===== config.mk =====
export PLATFORM = sky130hd
export DESIGN_NAME = mac_seq_ctrl
export DESIGN_NICKNAME = d
export VERILOG_FILES = /design/src/rtl/mac_seq_ctrl.sv
export SDC_FILE = /design/constraint.sdc
export NUM_CORES = 1
export LEC_CHECK = 0
export CAP_MARGIN = 30
export CORE_UTILIZATION = 59
export CTS_CLUSTER_DIAMETER = 120
export DETAILED_ROUTE_END_ITERATION = 10
export PLACE_DENSITY = 0.83
export RECOVER_POWER = 100
export REMOVE_ABC_BUFFERS = 1
export SLEW_MARGIN = 25
export SYNTH_ARGS = -nofsm -noshare
export SYNTH_HDL_FRONTEND = slang
export SYNTH_SLANG_ARGS = --single-unit
export TNS_END_PERCENT = 5

===== constraint.sdc =====
create_clock -name nvdla_core_clk -period 11.3 [get_ports nvdla_core_clk]
set_input_delay 3.39 -clock nvdla_core_clk [delete_from_list [all_inputs] [get_ports nvdla_core_clk]]
set_output_delay 3.39 -clock nvdla_core_clk [all_outputs]
set_load 0.01 [all_outputs]

===== src/rtl/mac_seq_ctrl.sv =====
// mac_seq_ctrl: sequences one 8-lane int16 MAC. Issues N groups of K atoms,
// accumulates the fixed-latency MAC results of each group into a wide sum and
// hands the sums out through a small credit-protected result FIFO.
module mac_seq_ctrl #(
  parameter int unsigned MAC_LAT   = 3,
  parameter int unsigned ACC_W     = 48,
  parameter int unsigned CNT_W     = 12,
  parameter int unsigned RES_DEPTH = 2
) (
  input  logic             nvdla_core_clk,
  input  logic             nvdla_core_rst,
  input  logic             cmd_valid,
  output logic             cmd_ready,
  input  logic [CNT_W-1:0] cmd_atoms,
  input  logic [CNT_W-1:0] cmd_outs,
  input  logic             src_valid,
  output logic             src_ready,
  output logic             mac_pvld,
  input  logic             mac_out_pvld,
  input  logic [35:0]      mac_out_data,
  output logic             acc_valid,
  input  logic             acc_ready,
  output logic [ACC_W-1:0] acc_data,
  output logic             acc_last,
  output logic             busy,
  output logic             done
);

  localparam int unsigned BlkW = (MAC_LAT > 1) ? $clog2(MAC_LAT) : 1;
  localparam int unsigned CrdW = $clog2(RES_DEPTH + 1);
  localparam int unsigned PtrW = (RES_DEPTH > 1) ? $clog2(RES_DEPTH) : 1;

  localparam logic [CNT_W-1:0] CntOne  = CNT_W'(1);
  localparam logic [BlkW-1:0]  BlkLast = BlkW'(MAC_LAT - 1);
  localparam logic [CrdW-1:0]  CrdMax  = CrdW'(RES_DEPTH);
  localparam logic [PtrW-1:0]  PtrLast = PtrW'(RES_DEPTH - 1);

  typedef enum logic [1:0] {StBlank, StIdle, StRun, StDrain} state_e;

  state_e state_q, state_d;

  logic [BlkW-1:0]  blank_cnt_q, blank_cnt_d;
  logic [CNT_W-1:0] k_q, k_d, n_q, n_d;
  logic [CNT_W-1:0] issue_atom_q, issue_atom_d, issue_out_q, issue_out_d;
  logic [CNT_W-1:0] ret_atom_q, ret_atom_d, ret_out_q, ret_out_d;
  logic [ACC_W-1:0] acc_q, acc_d;
  logic [CrdW-1:0]  credit_q, credit_d;
  logic             done_q, done_d;

  logic [ACC_W-1:0] mem_q [RES_DEPTH];
  logic [ACC_W-1:0] mem_d [RES_DEPTH];
  logic             last_q [RES_DEPTH];
  logic             last_d [RES_DEPTH];
  logic [PtrW-1:0]  wr_ptr_q, wr_ptr_d, rd_ptr_q, rd_ptr_d;
  logic [CrdW-1:0]  fifo_cnt_q, fifo_cnt_d;

  logic             cmd_fire, cmd_zero;
  logic             issue_grp_end, issue_last, consume;
  logic             ret_en, push, pop, drain_done;
  logic signed [35:0] mac_out_s;
  logic [ACC_W-1:0] sext, acc_sum;

  function automatic logic [PtrW-1:0] ptr_inc(input logic [PtrW-1:0] p);
    return (p == PtrLast) ? '0 : p + 1'b1;
  endfunction

  assign cmd_fire      = cmd_valid & cmd_ready;
  assign cmd_zero      = (cmd_atoms == '0) | (cmd_outs == '0);
  assign issue_grp_end = mac_pvld & (issue_atom_q == k_q - CntOne);
  assign issue_last    = (issue_out_q == n_q - CntOne);
  assign consume       = mac_pvld & (issue_atom_q == '0);
  // Returns are only counted while a command is live and not yet fully returned.
  assign ret_en        = mac_out_pvld & ((state_q == StRun) | (state_q == StDrain)) &
                         (ret_out_q != n_q);
  assign push          = ret_en & (ret_atom_q == k_q - CntOne);
  assign pop           = acc_valid & acc_ready;
  assign drain_done    = (ret_out_q == n_q) & (fifo_cnt_q == '0);

  assign mac_out_s = mac_out_data;
  assign sext      = ACC_W'(mac_out_s);
  assign acc_sum   = (ret_atom_q == '0) ? sext : acc_q + sext;

  assign src_ready = mac_pvld;
  assign done      = done_q;
  assign acc_valid = (fifo_cnt_q != '0);
  assign acc_data  = mem_q[rd_ptr_q];
  assign acc_last  = last_q[rd_ptr_q];

  // FSM state register.
  always_ff @(posedge nvdla_core_clk or posedge nvdla_core_rst) begin
    if (nvdla_core_rst) state_q <= StBlank;
    else                state_q <= state_d;
  end

  // FSM next state; BLANK counts out the MAC pipeline after reset.
  always_comb begin
    state_d     = state_q;
    blank_cnt_d = blank_cnt_q;
    case (state_q)
      StBlank: begin
        if (blank_cnt_q == BlkLast) state_d = StIdle;
        else                        blank_cnt_d = blank_cnt_q + 1'b1;
      end
      StIdle:  if (cmd_fire && !cmd_zero) state_d = StRun;
      StRun:   if (issue_grp_end && issue_last) state_d = StDrain;
      StDrain: if (drain_done) state_d = StIdle;
      default: state_d = StBlank;
    endcase
  end

  // FSM outputs; a new group only starts when a result slot is reserved.
  always_comb begin
    cmd_ready = 1'b0;
    mac_pvld  = 1'b0;
    busy      = 1'b0;
    case (state_q)
      StIdle:  cmd_ready = 1'b1;
      StRun: begin
        busy     = 1'b1;
        mac_pvld = src_valid & ((issue_atom_q != '0) | (credit_q != '0));
      end
      StDrain: busy = 1'b1;
      default: ;
    endcase
  end

  // Command latch, issue/return counters, accumulator, credits and done pulse.
  always_comb begin
    k_d          = k_q;
    n_d          = n_q;
    issue_atom_d = issue_atom_q;
    issue_out_d  = issue_out_q;
    ret_atom_d   = ret_atom_q;
    ret_out_d    = ret_out_q;
    acc_d        = acc_q;
    credit_d     = credit_q;
    done_d       = 1'b0;
    if (cmd_fire) begin
      k_d          = cmd_atoms;
      n_d          = cmd_outs;
      issue_atom_d = '0;
      issue_out_d  = '0;
      ret_atom_d   = '0;
      ret_out_d    = '0;
      done_d       = cmd_zero;
    end
    if (mac_pvld) begin
      if (issue_grp_end) begin
        issue_atom_d = '0;
        issue_out_d  = issue_out_q + CntOne;
      end else begin
        issue_atom_d = issue_atom_q + CntOne;
      end
    end
    if (ret_en) begin
      acc_d = acc_sum;
      if (push) begin
        ret_atom_d = '0;
        ret_out_d  = ret_out_q + CntOne;
      end else begin
        ret_atom_d = ret_atom_q + CntOne;
      end
    end
    case ({consume, pop})
      2'b10:   credit_d = credit_q - 1'b1;
      2'b01:   credit_d = (credit_q == CrdMax) ? credit_q : credit_q + 1'b1;
      default: credit_d = credit_q;
    endcase
    if ((state_q == StDrain) && drain_done) done_d = 1'b1;
  end

  // Result FIFO next state (fall-through: head is always on acc_data).
  always_comb begin
    mem_d      = mem_q;
    last_d     = last_q;
    wr_ptr_d   = wr_ptr_q;
    rd_ptr_d   = rd_ptr_q;
    fifo_cnt_d = fifo_cnt_q;
    if (push) begin
      mem_d[wr_ptr_q]  = acc_sum;
      last_d[wr_ptr_q] = (ret_out_q == n_q - CntOne);
      wr_ptr_d         = ptr_inc(wr_ptr_q);
    end
    if (pop) rd_ptr_d = ptr_inc(rd_ptr_q);
    case ({push, pop})
      2'b10:   fifo_cnt_d = fifo_cnt_q + 1'b1;
      2'b01:   fifo_cnt_d = fifo_cnt_q - 1'b1;
      default: fifo_cnt_d = fifo_cnt_q;
    endcase
  end

  // Datapath and FIFO registers.
  always_ff @(posedge nvdla_core_clk or posedge nvdla_core_rst) begin
    if (nvdla_core_rst) begin
      blank_cnt_q  <= '0;
      k_q          <= '0;
      n_q          <= '0;
      issue_atom_q <= '0;
      issue_out_q  <= '0;
      ret_atom_q   <= '0;
      ret_out_q    <= '0;
      acc_q        <= '0;
      credit_q     <= CrdMax;
      done_q       <= 1'b0;
      wr_ptr_q     <= '0;
      rd_ptr_q     <= '0;
      fifo_cnt_q   <= '0;
      for (int i = 0; i < RES_DEPTH; i++) begin
        mem_q[i]  <= '0;
        last_q[i] <= 1'b0;
      end
    end else begin
      blank_cnt_q  <= blank_cnt_d;
      k_q          <= k_d;
      n_q          <= n_d;
      issue_atom_q <= issue_atom_d;
      issue_out_q  <= issue_out_d;
      ret_atom_q   <= ret_atom_d;
      ret_out_q    <= ret_out_d;
      acc_q        <= acc_d;
      credit_q     <= credit_d;
      done_q       <= done_d;
      wr_ptr_q     <= wr_ptr_d;
      rd_ptr_q     <= rd_ptr_d;
      fifo_cnt_q   <= fifo_cnt_d;
      mem_q        <= mem_d;
      last_q       <= last_d;
    end
  end

endmodule


==> flow_metrics.py <==
metrics = {
    "status": {
        "status": "finished with violations",
        "violations": "capacitance limit, slew limit",
    },
    "worst_setup_path": {
        "critPathCaptureType": "output pin",
        "worst_r2r_path_depth": 11,
        "cp.buffers_inverters": 3,
        "r2r_setup_slack_ps": 5090,
        "critPathLaunchType": "input port",
        "crit_required_ps": 7910,
        "crit_path_cell_trace": "dlygate4sd3_1 -> o311ai_0 -> clkinv_1 -> dlygate4sd3_1",
        "critPathMaxStageDelay_ps": 700,
        "regToRegStartpoint": "n_q[5]$_DFFE_PP0P_",
        "critPathMaxFanout": 9,
        "timing.rr.end": "mem_q[80]$_DFFE_PP0P_",
        "crit_slowest_cell": "dlygate4sd3_1",
        "worst_path_most_repeated_cell": "dlygate4sd3_1",
        "critPathKind": "in -> out",
        "critical_path.top_delay_family": "buffers and inverters",
        "cp.arrival_ps": 5190,
    },
    "sta": {
        "slew_headroom": -1.45,
        "setup_viol": 0,
        "rsz0062_at_grt": "false",
        "worstMarginPinSlew_ps": 3650,
        "period_needed_ps": 8580,
        "fin_crit_sh": 0.760,
        "clock.fmax_ghz": 0.116,
        "hold_viol_final": 0,
        "drv_slew": 379,
        "tns_ps": 0,
        "setup_ws_ps": 2720,
        "final.setup_skew_ps": 8.10,
    },
    "min_path": {
        "min-delay-start": "mem_q[14]$_DFFE_PP0P_",
        "min_to": "mem_q[14]$_DFFE_PP0P_",
        "hold_class": "reg -> reg",
        "worstHoldPathCells": 2,
    },
    "clock_tree": {
        "hold_buffers": 0,
        "cts_tree": "built",
        "clk_latency_ps": 520,
        "postCtsSetupBuffers": 0,
        "clkTransAtPathRegs_ps": 60,
        "cts_resized": 0,
        "cts_buffers": 25,
        "clock-sinks": 229,
        "cts_buffer_depth": 3,
        "htreeDepth": 1,
        "clk_root_buffer_cell": "clkbuf_16",
    },
    "routing": {
        "ant_nets": 0,
        "dr.pass1.iters": 5,
        "viasPerCell": 6.09,
        "drtIter0Drc": 753,
        "drt_wl_total_mm": 34.9,
        "wl_per_cell_um": 17.4,
        "vias": 12200,
        "drc": 0,
    },
    "logic_synthesis": {
        "synth_top_family_by_area": "compound AO/OA/AOI/OAI gates",
        "avgSynthCellArea_um2": 8.99,
        "yosysUniqueCellTypes": 72,
        "syn_area_um2": 14400,
        "yosysSeqAreaShare": 0.398,
        "ys.flop_type": "dfrtp_1",
        "synth-adder-area-share": 0.0552,
        "synth_enable_flop_cells": 0,
        "synth_compound_area_frac": 0.182,
        "synth_xor_xnor_area_share": 0.0736,
        "synth-async-reset-ratio": 1.00,
        "synth-simple-area-share": 0.167,
        "yosysWarnings": 0,
        "ys_ff_latch": 229,
        "synth.mux.area_fraction": 0.0900,
        "synthCells": 1603,
    },
    "global_routing": {
        "grt-busiest-layer": "met2",
        "grt_use_met1": 0.372,
        "use_met2": 0.485,
        "antenna_found_initial": 0,
        "grt_pass1_wl_mm": 57.5,
        "use_met3": 0.0392,
        "grt_pass1_vias": 12000,
        "grt_max_degree": 85,
        "track_usage": 0.284,
        "grt-ovfl-total": 0,
    },
    "floorplanning": {
        "core_um2": 23700,
        "ios": 121,
        "fp.dieW_um": 158,
        "die_h_um": 158,
        "start_util": 0.609,
        "dieArea_um2": 25100,
        "rows": 56,
    },
    "power": {
        "vdd_drop_max_mv": 0.145,
        "switching_power_uw": 1630,
        "power.density_nw_per_um2": 237,
        "p_comb_frac": 0.484,
        "p_int_uw": 2310,
        "power.leakage_uw": 0.00753,
        "share_seq_of_total_power": 0.298,
        "switching_share": 0.414,
        "p_clk_frac": 0.219,
    },
    "layout": {
        "area_growth_pct": 15.3,
        "drive_above_1_share": 0.0911,
        "instances_no_fill": 2009,
        "num_antenna_cells": 0,
        "num-nets-final": 1801,
    },
    "placed_design": {
        "place_congestion": 0.965,
        "numPlacedInstances": 1962,
        "dp_slack_ps": 2970,
        "hpwl_mm": 24.2,
        "port_buffers": 120,
    },
    "job": {
        "cap_violations": 7,
    },
}
[logic make-up (layout without fill, tap and decap cells)]
logic type | count (synthesis) | in the layout
adder cells (fa/ha/maj) | 63 | 63
AO/OA/AOI/OAI | 439 | 439
buffers and inverters | 128 | 215
XOR/XNOR | 118 | 118
multiplexers | 117 | 117
flip-flops | 229 | 229
AND/OR/NAND/NOR | 509 | 509
[power groups by stage]
stage          clock (uW)  sequential, uW  combinational, uW
2_1_floorplan           0            1140               1430
3_3_place_gp            0            1170               1800
3_5_place_dp            0            1180               1880
4_1_cts               875            1170               1900
5_1_grt               906            1200               2120
6_report              863            1170               1910
[cell usage in the layout (no fill, tap or decap), types with 5 or more instances in the layout]
| cell type | n |
|---|---|
| inv_1 | 35 |
| a31oi_1 | 5 |
| o21bai_1 | 5 |
| and3_1 | 29 |
| nor2_1 | 80 |
| o21a_1 | 11 |
| mux2i_1 | 16 |
| nand2_1 | 216 |
| xnor2_1 | 76 |
| mux2_1 | 9 |
| nor4b_1 | 5 |
| a211oi_1 | 10 |
| nor3_1 | 28 |
| dfrtp_1 | 228 |
| a21o_1 | 33 |
| clkdlybuf4s50_1 | 66 |
| a221o_1 | 5 |
| clkbuf_16 | 25 |
| a21oi_1 | 71 |
| clkbuf_1 | 14 |
| a211o_1 | 6 |
| nand4_1 | 17 |
| xor2_1 | 40 |
| o31ai_1 | 26 |
| and2_1 | 10 |
| ha_1 | 62 |
| mux2_2 | 92 |
| nor2b_1 | 10 |
| nor4_1 | 23 |
| dlygate4sd3_1 | 54 |
| or4_1 | 6 |
| nand2b_1 | 11 |
| nand3_1 | 52 |
| o21ai_0 | 227 |
[final cells by class]
class,count,area [um^2]
Multi-Input combinational cell,1246,8190
Fill cell,1802,7070
Sequential cell,229,5730
Timing Repair Buffer,133,1290
Clock buffer,34,699
Tap cell,319,399
Clock inverter,11,165
Inverter,37,140
[stage by stage]
stage	area [um^2]	power [uW]	util	hold WS, ps
5_1_grt	16600	4220	0.702	491
2_1_floorplan	14100	2580	-	434
3_5_place_dp	15800	3060	0.667	458
6_report	16600	3940	0.702	473
4_1_cts	16700	3940	0.704	475
3_3_place_gp	15800	2970	0.666	448
[worst max path at each step]
stage | startpoint | end | slack, ps | cells past startpoint
floorplan | nvdla_core_rst | acc_q[0]$_DFFE_PP0P_ | 1640 | 1
global placement | src_valid | mac_pvld | 3040 | 4
detailed placement | src_valid | mac_pvld | 2970 | 4
CTS | src_valid | mac_pvld | 2970 | 4
global route | src_valid | mac_pvld | 2630 | 4
finish | src_valid | mac_pvld | 2720 | 4
[synth_stat cells (3+ instances only)]
cell type / count / area, um^2
a2111oi_0: 4 / 35.0
a211o_1: 6 / 52.6
a211oi_1: 10 / 75.1
a21o_1: 33 / 248
a21oi_1: 71 / 355
a221o_1: 5 / 50.1
a31o_2: 3 / 26.3
a31oi_1: 5 / 31.3
and2_1: 11 / 68.8
and3_1: 30 / 188
buf_2: 3 / 15.0
clkbuf_1: 83 / 312
dfrtp_1: 228 / 5710
ha_1: 62 / 776
inv_1: 36 / 135
mux2_2: 100 / 1130
mux2i_1: 16 / 160
nand2_1: 216 / 811
nand2b_1: 11 / 68.8
nand3_1: 54 / 270
nand4_1: 17 / 106
nor2_1: 80 / 300
nor2b_1: 10 / 62.6
nor3_1: 28 / 140
nor4_1: 23 / 144
nor4b_1: 5 / 43.8
o2111ai_1: 3 / 26.3
o211ai_1: 4 / 30.0
o21a_1: 11 / 82.6
o21ai_0: 225 / 1130
o21bai_1: 5 / 37.5
o31a_1: 3 / 26.3
o31ai_1: 26 / 195
o41ai_1: 3 / 26.3
or2_2: 4 / 25.0
or4_1: 6 / 45.0
xnor2_1: 76 / 666
xor2_1: 40 / 350
[worst register-to-register path, delay by kind of cell, from the launching register on]
family          cells  cell delay, ps
buf+inv             1            2340
mux                 1             300
simple gates        7            2490
flops               1             480
compound gates      1             270
xor+xnor            1             220
[metal layers]
layer | vias up | wire, um
met2 | 409 | 16800
met4 | 0 | 934
met3 | 73 | 2050
met5 | - | 0
met1 | 5892 | 15100
li1 | 5859 | -
[flip-flops by register name (all words and copies together), names as in the netlist, 2 cells and up]
signal,count
last_q,2
fifo_cnt_q,2
issue_atom_q,12
acc_q,48
n_q,12
mem_q,96
ret_out_q,12
ret_atom_q,12
credit_q,2
k_q,12
state_q,2
blank_cnt_q,2
issue_out_q,12
Power figures use the tool's default switching activity.
